**src/rtl/btn_arbiter_if.sv**
```systemverilog
// Pin-side bundle of the button arbiter: raw active-low buttons in, LED
// register and event/busy status out.
interface btn_arbiter_if;
  logic [3:0] nbtn;
  logic [3:0] led;
  logic       evt_valid;
  logic [1:0] evt_id;
  logic       busy;

  // master drives the buttons and observes the arbiter
  modport master (
    output nbtn,
    input  led,
    input  evt_valid,
    input  evt_id,
    input  busy
  );

  // slave is the arbiter itself
  modport slave (
    input  nbtn,
    output led,
    output evt_valid,
    output evt_id,
    output busy
  );
endinterface

```
**src/rtl/btn_arbiter.sv**
```systemverilog
// Four active-low buttons share one debounce FSM/timer under round-robin
// arbitration; each accepted press applies a command to a 4-bit LED register.
module btn_arbiter #(
  parameter int unsigned DEB_CYCLES = 2000000,
  parameter int unsigned TMR_W      = 32
) (
  input  logic          clk,
  input  logic          rst,
  btn_arbiter_if.slave  bus
);

  typedef enum logic [1:0] {
    IDLE    = 2'd0,
    PRESS   = 2'd1,
    WAIT    = 2'd2,
    RELEASE = 2'd3
  } state_t;

  localparam logic [TMR_W-1:0] TMR_LAST = TMR_W'(DEB_CYCLES - 1);

  logic [3:0]       sync1_q;
  logic [3:0]       btn_s_q;
  state_t           state_q;
  logic [1:0]       owner_q;
  logic [1:0]       last_q;
  logic [TMR_W-1:0] tmr_q;
  logic [3:0]       led_q;
  logic             evt_valid_q;
  logic [1:0]       evt_id_q;

  logic             grant_vld_d;
  logic [1:0]       grant_d;
  logic [1:0]       cand_d;
  logic [3:0]       led_d;

  // Two-flop synchronizer per pin; inverted so btn_s = 1 means pressed.
  generate
    for (genvar gi = 0; gi < 4; gi++) begin : g_sync
      always_ff @(posedge clk or posedge rst) begin
        if (rst) begin
          sync1_q[gi] <= 1'b0;
          btn_s_q[gi] <= 1'b0;
        end else begin
          sync1_q[gi] <= ~bus.nbtn[gi];
          btn_s_q[gi] <= sync1_q[gi];
        end
      end
    end
  endgenerate

  // Round-robin search starting after the previous grant; walking the
  // candidates from farthest to nearest lets the nearest pressed one win.
  always_comb begin
    grant_vld_d = |btn_s_q;
    grant_d     = last_q + 2'd1;
    cand_d      = 2'd0;
    for (int i = 4; i >= 1; i--) begin
      cand_d = last_q + 2'(i);
      if (btn_s_q[cand_d]) begin
        grant_d = cand_d;
      end
    end
  end

  always_comb begin
    led_d = led_q;
    case (owner_q)
      2'd0:    led_d = led_q + 4'd1;
      2'd1:    led_d = led_q - 4'd1;
      2'd2:    led_d = 4'd0;
      default: led_d = ~led_q;
    endcase
  end

  // tmr only runs inside WAIT; every other path leaves it at zero.
  always_ff @(posedge clk or posedge rst) begin
    if (rst) begin
      state_q     <= IDLE;
      owner_q     <= 2'd0;
      last_q      <= 2'd3;
      tmr_q       <= '0;
      led_q       <= 4'd0;
      evt_valid_q <= 1'b0;
      evt_id_q    <= 2'd0;
    end else begin
      evt_valid_q <= 1'b0;
      tmr_q       <= '0;
      case (state_q)
        IDLE: begin
          if (grant_vld_d) begin
            owner_q     <= grant_d;
            last_q      <= grant_d;
            evt_valid_q <= 1'b1;
            evt_id_q    <= grant_d;
            state_q     <= PRESS;
          end
        end
        PRESS: begin
          led_q   <= led_d;
          state_q <= WAIT;
        end
        WAIT: begin
          if (tmr_q == TMR_LAST) begin
            state_q <= RELEASE;
          end else begin
            tmr_q <= tmr_q + 1'b1;
          end
        end
        RELEASE: begin
          if (!btn_s_q[owner_q]) begin
            state_q <= IDLE;
          end
        end
        default: state_q <= IDLE;
      endcase
    end
  end

  assign bus.led       = led_q;
  assign bus.evt_valid = evt_valid_q;
  assign bus.evt_id    = evt_id_q;
  assign bus.busy      = (state_q != IDLE);

endmodule

```
**src/flat_wrapper.sv**
```systemverilog
// flat-port wrapper written by rule: the top's interface ports become plain ports
module btn_arbiter_flat 
#(
  parameter int unsigned DEB_CYCLES = 2000000,
  parameter int unsigned TMR_W      = 32
)
  (clk, rst, bus_nbtn, bus_led, bus_evt_valid, bus_evt_id, bus_busy);
  btn_arbiter_if bus_i ();
  input  logic clk;
  input  logic rst;
  input wire logic [$bits(bus_i.nbtn)-1:0] bus_nbtn;
  output wire logic [$bits(bus_i.led)-1:0] bus_led;
  output wire logic [$bits(bus_i.evt_valid)-1:0] bus_evt_valid;
  output wire logic [$bits(bus_i.evt_id)-1:0] bus_evt_id;
  output wire logic [$bits(bus_i.busy)-1:0] bus_busy;
  assign bus_i.nbtn = bus_nbtn;
  assign bus_led = bus_i.led;
  assign bus_evt_valid = bus_i.evt_valid;
  assign bus_evt_id = bus_i.evt_id;
  assign bus_busy = bus_i.busy;
  btn_arbiter #(.DEB_CYCLES(DEB_CYCLES), .TMR_W(TMR_W)) u_core (.clk(clk), .rst(rst), .bus(bus_i));
endmodule
```
**config.mk**
```make
export PLATFORM = sky130hd
export DESIGN_NAME = btn_arbiter_flat
export DESIGN_NICKNAME = d
export VERILOG_FILES = /design/src/rtl/btn_arbiter_if.sv /design/src/rtl/btn_arbiter.sv /design/src/flat_wrapper.sv
export SDC_FILE = /design/constraint.sdc
export NUM_CORES = 1
export LEC_CHECK = 0
export ABC_AREA = 1
export CORE_UTILIZATION = 30
export CTS_BUF_LIST = sky130_fd_sc_hd__clkbuf_16
export CTS_CLUSTER_SIZE = 28
export DETAILED_ROUTE_END_ITERATION = 10
export SYNTH_ARGS = -nofsm -noshare
export SYNTH_HDL_FRONTEND = slang
export SYNTH_SLANG_ARGS = --single-unit
export TNS_END_PERCENT = 20
```
**constraint.sdc**
```tcl
create_clock -name clk -period 1.8 [get_ports clk]
set_input_delay 0.36 -clock clk [delete_from_list [all_inputs] [get_ports clk]]
set_output_delay 0.36 -clock clk [all_outputs]
set_load 0.01 [all_outputs]
```
==> metrics.md <==
| Metric | Value |
|---|---|
| First-pass DRT Iterations | `4` |
| Post-Syn Nets | `430` |
| Initial antenna violation count | `0` |
| Clock Root Buffer | `clkbuf_16` |
| Fill count | `between 1,000 and 1,500` |
| R2R Setup Slk | `0.18 ns` |
| YS warnings | `0` |
| Nets | `approximately 460` |
| First-pass GRT wire length | `between 10,000 and 15,000 microns` |
| Status | `complete, no violations` |
| Max-cap violations | `0` |
| Detail Placement HPWL | `5537 microns` |
| Clock Skew | `approximately 0.011 ns` |
| Initial core utilization | `31.18%` |
| Fin crit period | `approximately 1.7 ns` |
| Largest net degree at the start of global routing | `24` |
| Post-route ant nets | `0` |
| Syn Area/Cell | `7.342 sq um` |
| RR Endpoint | `u_core.state_q[1]$_DFFE_PP0P_` |
| DRT iter0 DRCs | `~130` |
| FP Rows | `36` |
| Fmax | `0.5952 GHz` |
| Vias in the first global route | `2,621` |
| Io pins | `14` |
| Pwr Total | `about 0.0042 W` |
| Slew Limit Fails | `0` |
| Layout cell share with drive strength beyond 1 | `between 10% and 20%` |
| Seq cells post-synth | `51` |
| Post-synthesis sequential area ratio | `around two fifths` |
| Top cell type's share of synthesized area | `between 40% and 50%` |
| Clock-pin slew on the worst setup and hold paths | `around 0.070 ns` |
| Drt total wl | `a little over 7000 microns` |
| Critical path required time | `approximately 1.4 ns` |
| Overflow after GRT | `0` |
| Synth async-reset ratio | `100.0%` |
| Synthesized instance count | `about 420` |
| RSZ-0062 raised after global routing | `no` |
| Reg-to-reg critical path startpoint | `u_core.tmr_q[1]$_DFF_PP0_` |
| Top_reg_cell synth | `dfrtp_1` |
| Top post-synthesis cells by area | `dfrtp_1, nand2_1, nor2_1` |
| Die height | `between 100 and 150 microns` |
| Arrival time worst endpoint | `around 1.3 ns` |
| Multi-input gate area | `between 1500 and 2000 sq um` |
| R2R depth | `10` |
| Wirelength per Cell | `12.43 microns` |
| Critical Path, Cell by Cell | `buf_4 > clkdlybuf4s50_1` |
| CTS tree | `done` |
| DIE WIDTH | `around 100 microns` |
| Endpoints failing setup | `0` |
| Vias per cell | `between 4 and 5` |
| Routability cong. | `0.9784` |
| Full die area | `10,610 sq um` |
| Distinct cells, synth | `34` |
| DR vias | `between 2,000 and 3,000` |
| Critical Path Fanout Max | `6` |
| Worst-Margin Slew | `approximately 0.42 ns` |
| Clock sinks | `slightly above 50` |
| CTS Buf Count | `5` |
| Max clock buf depth | `2` |
| Worst Hold Class | `input port to async pin` |
| Register Area | `approximately 1300 sq um` |
| Antenna cells | `0` |
| Max incr delay on CP | `around 0.53 ns` |
| Leak pwr | `roughly 1.6 nW` |
| Overall routing resource usage | `between 15 and 20%` |
| Largest area contributor in the netlist | `dfrtp_1` |
| Core Region | `around 9800 sq um` |
| Layout area overhead | `16.76%` |
| Setup_tns | `0 ns` |
| H-tree depth | `2` |
| CP max stage cell | `clkdlybuf4s50_1` |
| Number of synthesized flops with an enable pin | `0` |
| Synth Cell Area | `3062 sq um` |
| Crit path launch type | `flop` |
| Nature of the critical path endpoint | `primary output` |
| Final hold vios | `0` |
| Crit path kind | `flop to primary output` |
| Peak supply drop | `0.0004399 V` |
| Slew margin rel. | `71.68%` |
| Power per cell area | `about 1200 nW/um^2` |
| Remaining DRCs | `0` |
| Clk_lat worst skew | `around 0.3 ns` |
| Port bufs | `13` |
| Tcrit/Tclk final | `93.34%` |
## placed cells by master (no fill, tap or decap), types with 9 or more instances in the layout
cell / count
clkdlybuf4s50_1: 12
inv_2: 9
nand3_1: 41
xor2_1: 12
a21oi_1: 13
inv_1: 52
dfrtp_1: 49
nor3_1: 16
nand2_1: 113
nor2_1: 57
## kinds of logic (layout without fill, tap and decap cells)
logic type      count (synthesis)  after routing  share of synthesized area [%]
simple gates                  259            259                          38.95
buf+inv                        63             89                          8.295
flops                          51             51                          41.77
compound gates                 24             24                          4.414
xor+xnor                       13             13                          3.719
fa+ha+maj                       7              7                          2.861
## worst max path at each step
stage,to,cells past startpoint,start
floorplan,u_core.btn_s_q[0]$_DFF_PP0_,1,rst
global placement,bus_busy,4,u_core.state_q[0]$_DFFE_PP0P_
detailed placement,u_core.state_q[0]$_DFFE_PP0P_,10,u_core.tmr_q[0]$_DFF_PP0_
CTS,u_core.state_q[1]$_DFFE_PP0P_,10,u_core.tmr_q[0]$_DFF_PP0_
global route,u_core.state_q[0]$_DFFE_PP0P_,10,u_core.tmr_q[1]$_DFF_PP0_
finish,bus_evt_id[1],2,u_core.owner_q[1]$_DFFE_PP0P_
## routing by layer
layer | part of all wire (%) | global-route usage (%)
met1 | 47 | 19.37
met2 | 44 | 24.82
met4 | 3.2 | 7.367
met3 | 4.9 | 2.780
met5 | 0 | 0
## synth_stat cells, drive strengths merged (2+ instances only)
master	number
nand2	120
buf	2
nand4	6
nor3b	2
nor3	24
xor2	12
nand3	42
o21ai	6
inv	59
nor2	63
dfstp	2
dfrtp	49
a21oi	14
ha	7
## through the flow
step                      utilization (%)  instance area, sq um  setup WS (ns)  hold slack [ns]  instances
after floorplan                         -                  3062         0.2138           0.3312        417
after global placement              34.42                  3379         0.1690           0.3369        565
after detailed placement            34.42                  3379         0.1067           0.3378        565
after CTS                           36.21                  3556        0.08981           0.3577        575
after global routing                36.40                  3575       0.005985           0.3650        576
final                               36.40                  3575         0.1200           0.3435        576
## worst max-delay path, delay by kind of cell (launching register included)
kind | cells | cell delay (ns)
buffers and inverters | 2 | 0.68
flip-flops | 1 | 0.36
## area by class of cell
class	instances	area share, %
well taps	133	4.655
clock inverters	3	1.050
multi-input cells	303	43.09
clock buffers	5	3.500
flip-flops and latches	51	35.77
inverters	60	6.300
repair buffers	21	5.635
## timing repair
item	CTS	global route
setup buffers	2	1
endpoints found under the setup margin	1	3
hold buffers	0	0
resized for setup	1	2
pin swaps	0	1
## state kept, by name (all words and copies together) (netlist names)
name,count
u_core.state_q,2
u_core.owner_q,2
u_core.btn_s_q,4
u_core.tmr_q,32
u_core.bus.led,4
u_core.sync1_q,4
u_core.bus.evt_valid,1
u_core.last_q,2
## power by group
| part | switching, W | leakage, nW | internal (W) |
|---|---|---|---|
| registers | 0.000129 | 0.669 | 0.00132 |
| logic | 0.00104 | 0.870 | 0.000685 |
| clock network | 0.000416 | 0.0864 | 0.000647 |
Note: power is estimated with default switching activity, not from simulation.
